**config.mk**
```make
export PLATFORM = sky130hd
export DESIGN_NAME = instr_encoder
export DESIGN_NICKNAME = d
export VERILOG_FILES = /design/src/rtl/instr_encoder.sv
export SDC_FILE = /design/constraint.sdc
export NUM_CORES = 1
export LEC_CHECK = 0
export ABC_AREA = 1
export BUFFER_PORTS_ARGS = -buffer_cell sky130_fd_sc_hd__buf_4
export CORE_MARGIN = 2
export CORE_UTILIZATION = 35
export CTS_BUF_LIST = sky130_fd_sc_hd__clkbuf_4 sky130_fd_sc_hd__clkbuf_8 sky130_fd_sc_hd__clkbuf_16
export CTS_CLUSTER_SIZE = 40
export DETAILED_ROUTE_END_ITERATION = 8
export GPL_TIMING_DRIVEN = 0
export PLACE_DENSITY = 0.57
export SLEW_MARGIN = 40
export SYNTH_ARGS = -nofsm -noshare
export SYNTH_HDL_FRONTEND = slang
export SYNTH_SLANG_ARGS = --single-unit
```
**constraint.sdc**
```tcl
create_clock -name i_clk -period 2.35 [get_ports i_clk]
set_clock_uncertainty 0.2 [all_clocks]
set_input_delay 0.47 -clock i_clk [delete_from_list [all_inputs] [get_ports i_clk]]
set_output_delay 0.47 -clock i_clk [all_outputs]
set_load 0.005 [all_outputs]
```
**src/rtl/instr_encoder.sv**
```systemverilog
// Packs opcode/source/destination fields into 16-bit instruction words and
// buffers them in a first-word-fall-through queue; illegal opcodes are dropped and flagged.
module instr_encoder #(
    parameter int         DEPTH      = 4,
    parameter logic [3:0] MAX_OPCODE = 4'hB
) (
    input  logic                     i_clk,
    input  logic                     i_reset,
    input  logic                     i_valid,
    output logic                     o_ready,
    input  logic [3:0]               i_opcode,
    input  logic [3:0]               i_srcadd_1,
    input  logic [3:0]               i_srcadd_2,
    input  logic [3:0]               i_destadd,
    output logic [15:0]              o_instruction,
    output logic                     o_valid,
    input  logic                     i_ready,
    output logic [$clog2(DEPTH):0]   o_count,
    output logic                     o_illegal,
    output logic [15:0]              o_issued
);

    localparam int              AW      = $clog2(DEPTH);
    localparam logic [AW:0]     DEPTH_L = (AW+1)'(DEPTH);
    localparam logic [AW:0]     CNT_ONE = (AW+1)'(1);
    localparam logic [AW-1:0]   PTR_ONE = AW'(1);

    function automatic logic [15:0] pack_fields(input logic [3:0] op,
                                                input logic [3:0] s1,
                                                input logic [3:0] s2,
                                                input logic [3:0] d);
        return {op, s1, s2, d};
    endfunction

    logic [15:0]   mem_r [DEPTH];
    logic [AW-1:0] wr_ptr_r;
    logic [AW-1:0] rd_ptr_r;
    logic [AW:0]   count_r;
    logic          illegal_r;
    logic [15:0]   issued_r;

    logic          accept_s;
    logic          legal_s;
    logic          wr_en_s;
    logic          rd_en_s;
    logic [AW:0]   count_next_s;

    assign o_ready   = (count_r < DEPTH_L);
    assign o_valid   = (count_r != '0);
    assign o_count   = count_r;
    assign o_illegal = illegal_r;
    assign o_issued  = issued_r;

    // Handshake decode and occupancy update.
    always_comb begin
        accept_s     = i_valid && o_ready;
        legal_s      = (i_opcode <= MAX_OPCODE);
        wr_en_s      = accept_s && legal_s;
        rd_en_s      = (count_r != '0) && i_ready;
        count_next_s = count_r;
        case ({wr_en_s, rd_en_s})
            2'b10:   count_next_s = count_r + CNT_ONE;
            2'b01:   count_next_s = count_r - CNT_ONE;
            default: count_next_s = count_r;
        endcase
    end

    // Head word is gated so the output is never X while the queue is empty.
    always_comb begin
        if (o_valid) begin
            o_instruction = mem_r[rd_ptr_r];
        end else begin
            o_instruction = 16'h0000;
        end
    end

    // Storage array; contents are intentionally not cleared by reset.
    always_ff @(posedge i_clk) begin
        if (wr_en_s && !i_reset) begin
            mem_r[wr_ptr_r] <= pack_fields(i_opcode, i_srcadd_1, i_srcadd_2, i_destadd);
        end
    end

    // Pointers, occupancy, illegal flag and issue counter.
    always_ff @(posedge i_clk) begin
        if (i_reset) begin
            wr_ptr_r  <= '0;
            rd_ptr_r  <= '0;
            count_r   <= '0;
            illegal_r <= 1'b0;
            issued_r  <= 16'h0000;
        end else begin
            if (wr_en_s) begin
                wr_ptr_r <= wr_ptr_r + PTR_ONE;
            end
            if (rd_en_s) begin
                rd_ptr_r <= rd_ptr_r + PTR_ONE;
                issued_r <= issued_r + 16'h0001;
            end
            count_r   <= count_next_s;
            illegal_r <= accept_s && !legal_s;
        end
    end

endmodule

```
==> results by group, run 1 <==
Synthesis
  – Number of library cell types mapped by synthesis: 24
  – Syn Nets: 409
  – Sequential cell area fraction in the yosys report: 63.98%
  – Syn avg cell area: 9.993 um2
  – YS warnings: 0
  – Post-synth top area share: 50.34%
  – Seq cells post-synth: 90
  – Area contributors post-synth: edfxtp_1 50%, dfxtp_1 14%, nor2_1 9.5%, o21ai_0 5.8%, a21oi_1 4.3%
  – Cells after synthesis: 382
  – Cell area after synthesis: 3817 um2
  – Post-synthesis cell type with the largest combined area: edfxtp_1

Global route
  – Largest net degree at the start of global routing: 17
  – Initial antenna violation count: 0
  – Vias in the first global route: 2732
  – First-pass GRT wire length: 13520 um
  – Tot GR Track Use: 15.15%
  – Grt ovf: 0

Routing
  – DRT antenna net count: 0
  – Routed vias: 2870
  – # DRC: 0
  – Routed length per instance: 14.54 um
  – Vias per cell: 4.760
  – DRT Pass-1 Iters: 4
  – DRT iter0 DRCs: 105
  – Total wire length: 8768 um

Pwr
  – Psw: 0.001480 W
  – Power per cell area: 909.1 nW/um2
  – Comb pwr share: 35.4%
  – Clock power share: 23.1%
  – Pleak: 1.850 nW
  – VDD IR max: 0.4670 mV
  – P_int: 0.002994 W
  – Share of power burned in registers: 41.5%
  – Sw Ratio: 33.07%

Worst setup path
  – Critical path arrival: 1.66 ns
  – WP data required: 1.68 ns
  – Setup CP Type: flop to output pin
  – CP max FO: 6
  – Critical Path Start Type: flop
  – CP endpoint kind: output pin

STA
  – Final Slew Violations: 0
  – Slew headroom: 62.90%
  – Tmin final: 2.332 ns
  – Hold Vio Cnt, Final: 0
  – Period utilisation layout: 99.25%
  – Final setup viols: 0
  – Fmax: 428.8 MHz
  – Total negative setup slack: 0 ns
  – Tightest Pin Transition: 0.5552 ns
  – RSZ-0062 raised after global routing: yes
  – Fin Hold WS: 0.1176 ns

Cells and area
  – Fillers: 1045
  – Synthesis-to-layout area growth: 28.91%
  – Diodes inserted: 0
  – Non-filler instance count after layout: 603
  – Share of layout cells above drive strength 1: 28.29%
  – Final nets: 486
  – Final Instance Area: 4921 um2

Placed design
  – PortBufs: 57
  – Post-DP HPWL: 5593 um
  – Post-DP Area: 4451 um2
  – Placed cell count: 579
  – Final Wtd Congestion: 0.8097

Clock tree
  – Clock sink count: 90
  – Htree depth: 3
  – Max clock buf depth: 2
  – CTS buffer count: 9
  – Clk root buf: clkbuf_8
  – Clock edge transition at the registers on the reported setup and hold paths: 0.09 ns
  – CTS tree: yes
  – Worst skew pair latency: 0.35 ns
  – Cts hold-fix bufs: 0

Floorplanning
  – Ports: 58
  – Die H: 108.4 um
  – Row Count: 38
  – Die X: 108.4 um
  – Core Area: 10750 um2
  – Initial Util: 35.53%
  – Die Area: 11760 um2

Worst hold path
  – HP Class: primary input to flop

Status
  – Status: completed

Flow run
  – Max_cap viols: 0
final timing paths:
path | start | cells after the start | to | slack, ns
max | flop | 7 | o_instruction[13] | 0.02
max reg2reg | o_count[2] | 10 | o_count[2] | 0.22
min reg2reg | rd_ptr_r[1] | 2 | flop | 0.27
min | i_srcadd_2[0] | 1 | mem_r[0][4] | 0.12
placed cells by master, fill, tap and decap left out, types with 2 or more instances in the layout:
cell	Yosys	routed
nor2_1	97	80
buf_4	2	65
edfxtp_1	64	64
nand2_1	31	31
a21oi_1	33	30
inv_1	32	29
o21ai_0	44	25
dfxtp_1	26	24
nor2_4	3	18
o21ai_1	0	17
nand3_1	13	13
clkbuf_8	0	9
buf_6	0	8
ha_1	6	6
nand4_1	5	5
clkinvlp_4	0	4
nand2_2	3	3
buf_8	0	3
a21oi_2	0	3
nor3_1	3	3
inv_2	1	2
nor2_2	0	2
o21ai_2	0	2
clkbuf_1	4	2
clkinv_2	1	2
nand2_4	2	2
dfxtp_2	0	2
critical path, cell delays in order, from the launching register on:
cell        delay, ns
dfxtp_2          0.33
buf_6            0.11
clkinvlp_4       0.20
buf_8            0.22
nor2_4           0.07
o21ai_1          0.06
a21oi_1          0.18
buf_4            0.14
cells by family (layout without fill, tap and decap cells):
kind of cell             after synthesis  in the layout  share of synthesized area [%]
AND/OR/NAND/NOR                      157            157                          17.47
flip-flops                            90             90                          63.98
AO/OA/AOI/OAI                         78             78                          10.39
buffers and inverters                 48            129                          5.211
adder cells (fa/ha/maj)                7              7                          2.491
XOR/XNOR                               2              2                         0.4589
power by group through the flow:
| stage | Clock [W] | Combinational [W] | Sequential (W) |
|---|---|---|---|
| 2_1_floorplan | 0 | 0.000683 | 0.00188 |
| 3_3_place_gp | 0 | 0.00128 | 0.00189 |
| 3_5_place_dp | 0 | 0.00132 | 0.00189 |
| 4_1_cts | 0.00106 | 0.00144 | 0.00185 |
| 5_1_grt | 0.00112 | 0.00173 | 0.00187 |
| 6_report | 0.00103 | 0.00158 | 0.00186 |
cell type report:
type,count,area [um2],share of cell area [%]
clock inverter,6,67.56,1.373
sequential,90,2445,49.68
multi-input combinational,244,1313,26.67
buffer,14,136.4,2.771
timing repair buffer,66,524.3,10.65
tap,140,175.2,3.560
clock buffer,9,123.9,2.517
inverter,34,136.4,2.771
synth_stat cells:
library cell and count:
nor2_4 3, clkbuf_2 2, fa_1 1, inv_2 1, edfxtp_1 64, xor2_1 1
nor2_1 97, inv_1 32, ha_1 6, a21boi_2 1, nor3_1 3, buf_2 6
nand4_1 5, dfxtp_1 26, clkbuf_1 4, nand2_2 3, nand3_1 13, o21ai_0 44
nand2_1 31, nand2_4 2, xnor2_1 1, clkinv_2 1, buf_4 2, a21oi_1 33
per-stage QoR:
step,setup WS [ns],util (%),power [W]
floorplan,0.2941,-,0.002567
global placement,-0.3838,41.14,0.003170
detailed placement,0.009348,41.42,0.003211
CTS,0.001144,43.85,0.004349
global route,-0.06688,45.80,0.004725
finish,0.01772,45.80,0.004474
what timing repair did:
action                     CTS  global route
resized for setup           10            75
setup buffers                6             2
gates cloned                 0             1
setup endpoints to repair   13            17
pin swaps                    1            30
metal layers:
metal	part of all wire (%)	vias to the layer above	track usage, %
li1	-	1437	-
met1	44	1355	18.83
met2	51	74	26.38
met3	5.2	4	4.219
met4	0.36	0	3.114
met5	0	-	0
registers in the layout, indices dropped and copies added (netlist names), named ones only:
name,flops
mem_r,64
o_count,3
o_illegal,1
o_issued,16
rd_ptr_r,2
wr_ptr_r,2
Power figures use the tool's default switching activity.
==> run 2: changes to the inputs <==
Settings changed: CORE_ASPECT_RATIO set to 0.6, PLACE_DENSITY 0.57 to unset, PLACE_DENSITY_LB_ADDON set to 0.1.
==> run 2 against run 1 <==
Effect of this change:
- wire length increased by 2.0%
- clock-buffer cell count increased by 1
- die area increased by 0.23%
- total power increased by 6.2%
- sequential share of layout area decreased by 0.13 points
- critical endpoint is now o_instruction[0]
- cell count unchanged
- via count decreased by 1.0%
- global-route usage increased by 0.25 points
- combinational power decreased by 4%
==> results by group, run 2 (synthesis gave the netlist of run 1 again) <==
Worst setup path
  – Worst reg-to-reg path cell count: 10 (unchanged)
  – Worst R2R Setup Slack: 0.21 ns (about the same)
  – Crit path cell chain: buf_2 > buf_4 > nor2_1 > nor2_1 > o21ai_0 > a21oi_1 > buf_4
  – CP max FO: 10 (+4)
  – CP endpoint kind: output pin
  – Critical Path Start Type: flop
  – CP max-delay cell: dfxtp_1
  – CP peak stage delay: 0.30 ns (-0.03 ns)
  – Origin of the critical flop-to-flop path: o_count[1]
  – Setup CP Type: flop to output pin
  – WP data required: 1.68 ns (about the same)
  – RR Endpoint: o_count[2]
  – Critical path arrival: 1.62 ns (-0.04 ns)

Worst hold path
  – Hold path depth: 1 (unchanged)
  – Hold wc startpoint: i_opcode[1]
  – Hold path endpoint: mem_r[1][13]
  – HP Class: primary input to flop

Pwr
  – Pleak: 1.882 nW (+1.7%)
  – VDD IR max: 0.4732 mV (+1.3%)
  – Power per cell area: 961.7 nW/um2 (+5.8%)

Clock tree
  – Worst skew pair latency: 0.34 ns (about the same)
  – Clock edge transition at the registers on the reported setup and hold paths: 0.07 ns (-0.02 ns)
  – Max clock buf depth: 2 (unchanged)
  – Clk root buf: clkbuf_16
  – CTS buffer count: 9 (unchanged)
  – Clock sink count: 90 (unchanged)
  – CTS tree: yes
  – Htree depth: 3 (unchanged)

Floorplanning
  – Die H: 84.90 um (-22%)
  – Core Area: 10600 um2 (-1.4%)
  – Die X: 138.8 um (+28%)
  – Row Count: 29 (-24%)
  – Initial Util: 36.03% (+0.50 points)
  – Ports: 58 (unchanged)
  – Die Area: 11790 um2 (+0.23%)

Cells and area
  – Diodes inserted: 0 (unchanged)
  – Most flops, register: mem_r
  – Max FFs per register: 64 (unchanged)
  – Most common cell after layout, fill and taps aside: nor2_1
  – Synthesis-to-layout area growth: 29.37%
  – Fillers: 1010 (-3.3%)
  – Share of layout cells above drive strength 1: 27.37% (-0.92 points)
  – Final nets: 486 (unchanged)
  – Most frequent cells in the layout: 85 x nor2_1, 68 x buf_4, 64 x edfxtp_1
  – Non-filler instance count after layout: 603 (unchanged)

STA
  – Slew headroom: 61.54% (-1.4 points)
  – RSZ-0062 raised after global routing: yes
  – Tmin final: 2.286 ns (-0.04671 ns)
  – Total negative setup slack: 0 ns (unchanged)
  – Final setup margin: 0.06443 ns (+0.04671 ns)
  – Fmax: 437.5 MHz (+2.0%)
  – Final setup viols: 0 (unchanged)
  – Fin Hold WS: 0.1256 ns (+0.008072 ns)
  – Hold Vio Cnt, Final: 0 (unchanged)
  – Tightest Pin Transition: 0.5756 ns (+0.02040 ns)
  – Final Slew Violations: 0 (unchanged)
  – Period utilisation layout: 97.26% (-2.0 points)

Routing
  – # DRC: 0 (unchanged)
  – DRT antenna net count: 0 (unchanged)
  – Met3 wire len: 445 um (-2.8%)
  – Max layer used: met4
  – DRT iter0 DRCs: 200 (+90%)
  – DRT Pass-1 Iters: 5 (+1)
  – Total wire length: 8943 um (+2.0%)
  – Met1 wire length: 4838 um (+26%)
  – Routed length per instance: 14.83 um (+2.0%)
  – Vias per cell: 4.711 (-1.0%)
  – Routed vias: 2841 (-1.0%)
  – Met2 wire len: 3604 um (-19%)

Flow run
  – Max_cap viols: 0 (unchanged)

Global route
  – Tot GR Track Use: 15.41% (+0.25 points)
  – Initial antenna violation count: 0 (unchanged)
  – Vias in the first global route: 2520 (-7.8%)
  – First-pass GRT wire length: 13640 um (+0.92%)
  – Largest net degree at the start of global routing: 17 (unchanged)
  – Grt ovf: 0 (unchanged)

Placed design
  – Pre-CTS setup slack: -0.003364 ns (-0.01271 ns)
  – Placed cell count: 579 (unchanged)
  – PortBufs: 57 (unchanged)
  – Post-DP HPWL: 6099 um (+9.0%)
  – Final Wtd Congestion: 0.8224 (+1.6%)

Status
  – Status: completed
==> run 2: worst max-delay path by stage <==
stage / start / end / slack [ns] / cells after the start
after floorplan: i_ready / o_count[2] / 0.29 / 9
after global placement: i_opcode[2] / mem_r[1][3] / -0.51 / 4
after detailed placement: i_ready / o_count[2] / -0.003 / 10
after CTS: flop / o_instruction[0] / 0.002 / 7
after global routing: flop / o_instruction[7] / -0.04 / 7
final: flop / o_instruction[0] / 0.06 / 7
==> run 2: report_power, final <==
part,internal [W],switching (W)
clock network,0.000743,0.000628
logic,0.000655,0.000857
registers,0.00181,0.0000564
total,0.00321,0.00154
==> run 2: repair_timing <==
| item | CTS | global route |
|---|---|---|
| pin swaps | 1 | 16 |
| hold buffers | 0 | 0 |
| resized for setup | 8 | 52 |
| setup buffers | 3 | 4 |
| gates cloned | 0 | 1 |
| setup endpoints to repair | 10 | 17 |
==> run 2: cell type report <==
class	count	area [um2]	share of cell area, %
clock inverters	6	50.05	1.013
clock buffers	10	232.7	4.712
multi-input cells	244	1266	25.64
well taps	139	173.9	3.522
plain buffers	14	107.6	2.179
repair buffers	66	524.3	10.62
flip-flops and latches	90	2447	49.56
inverters	34	136.4	2.762
==> run 2: critical path, delay by kind of cell (launching register included) <==
kind | cells | cell delay, ns
buf+inv | 3 | 0.48
compound gates | 2 | 0.32
flops | 1 | 0.30
simple gates | 2 | 0.17
==> run 2: stage by stage <==
step | total power, W | utilization (%) | cell area [um2]
6_report | 0.004749 | 46.61 | 4938
5_1_grt | 0.005027 | 46.61 | 4938
4_1_cts | 0.004658 | 45.22 | 4791
3_5_place_dp | 0.003215 | 42.14 | 4464
3_3_place_gp | 0.003189 | 41.71 | 4419
2_1_floorplan | 0.002567 | - | 3817
==> run 2: layer usage <==
layer,global-route usage (%),vias up
li1,-,1443
met1,23.65,1337
met2,20.60,56
met3,4.684,5
met4,4.959,0
met5,0,-
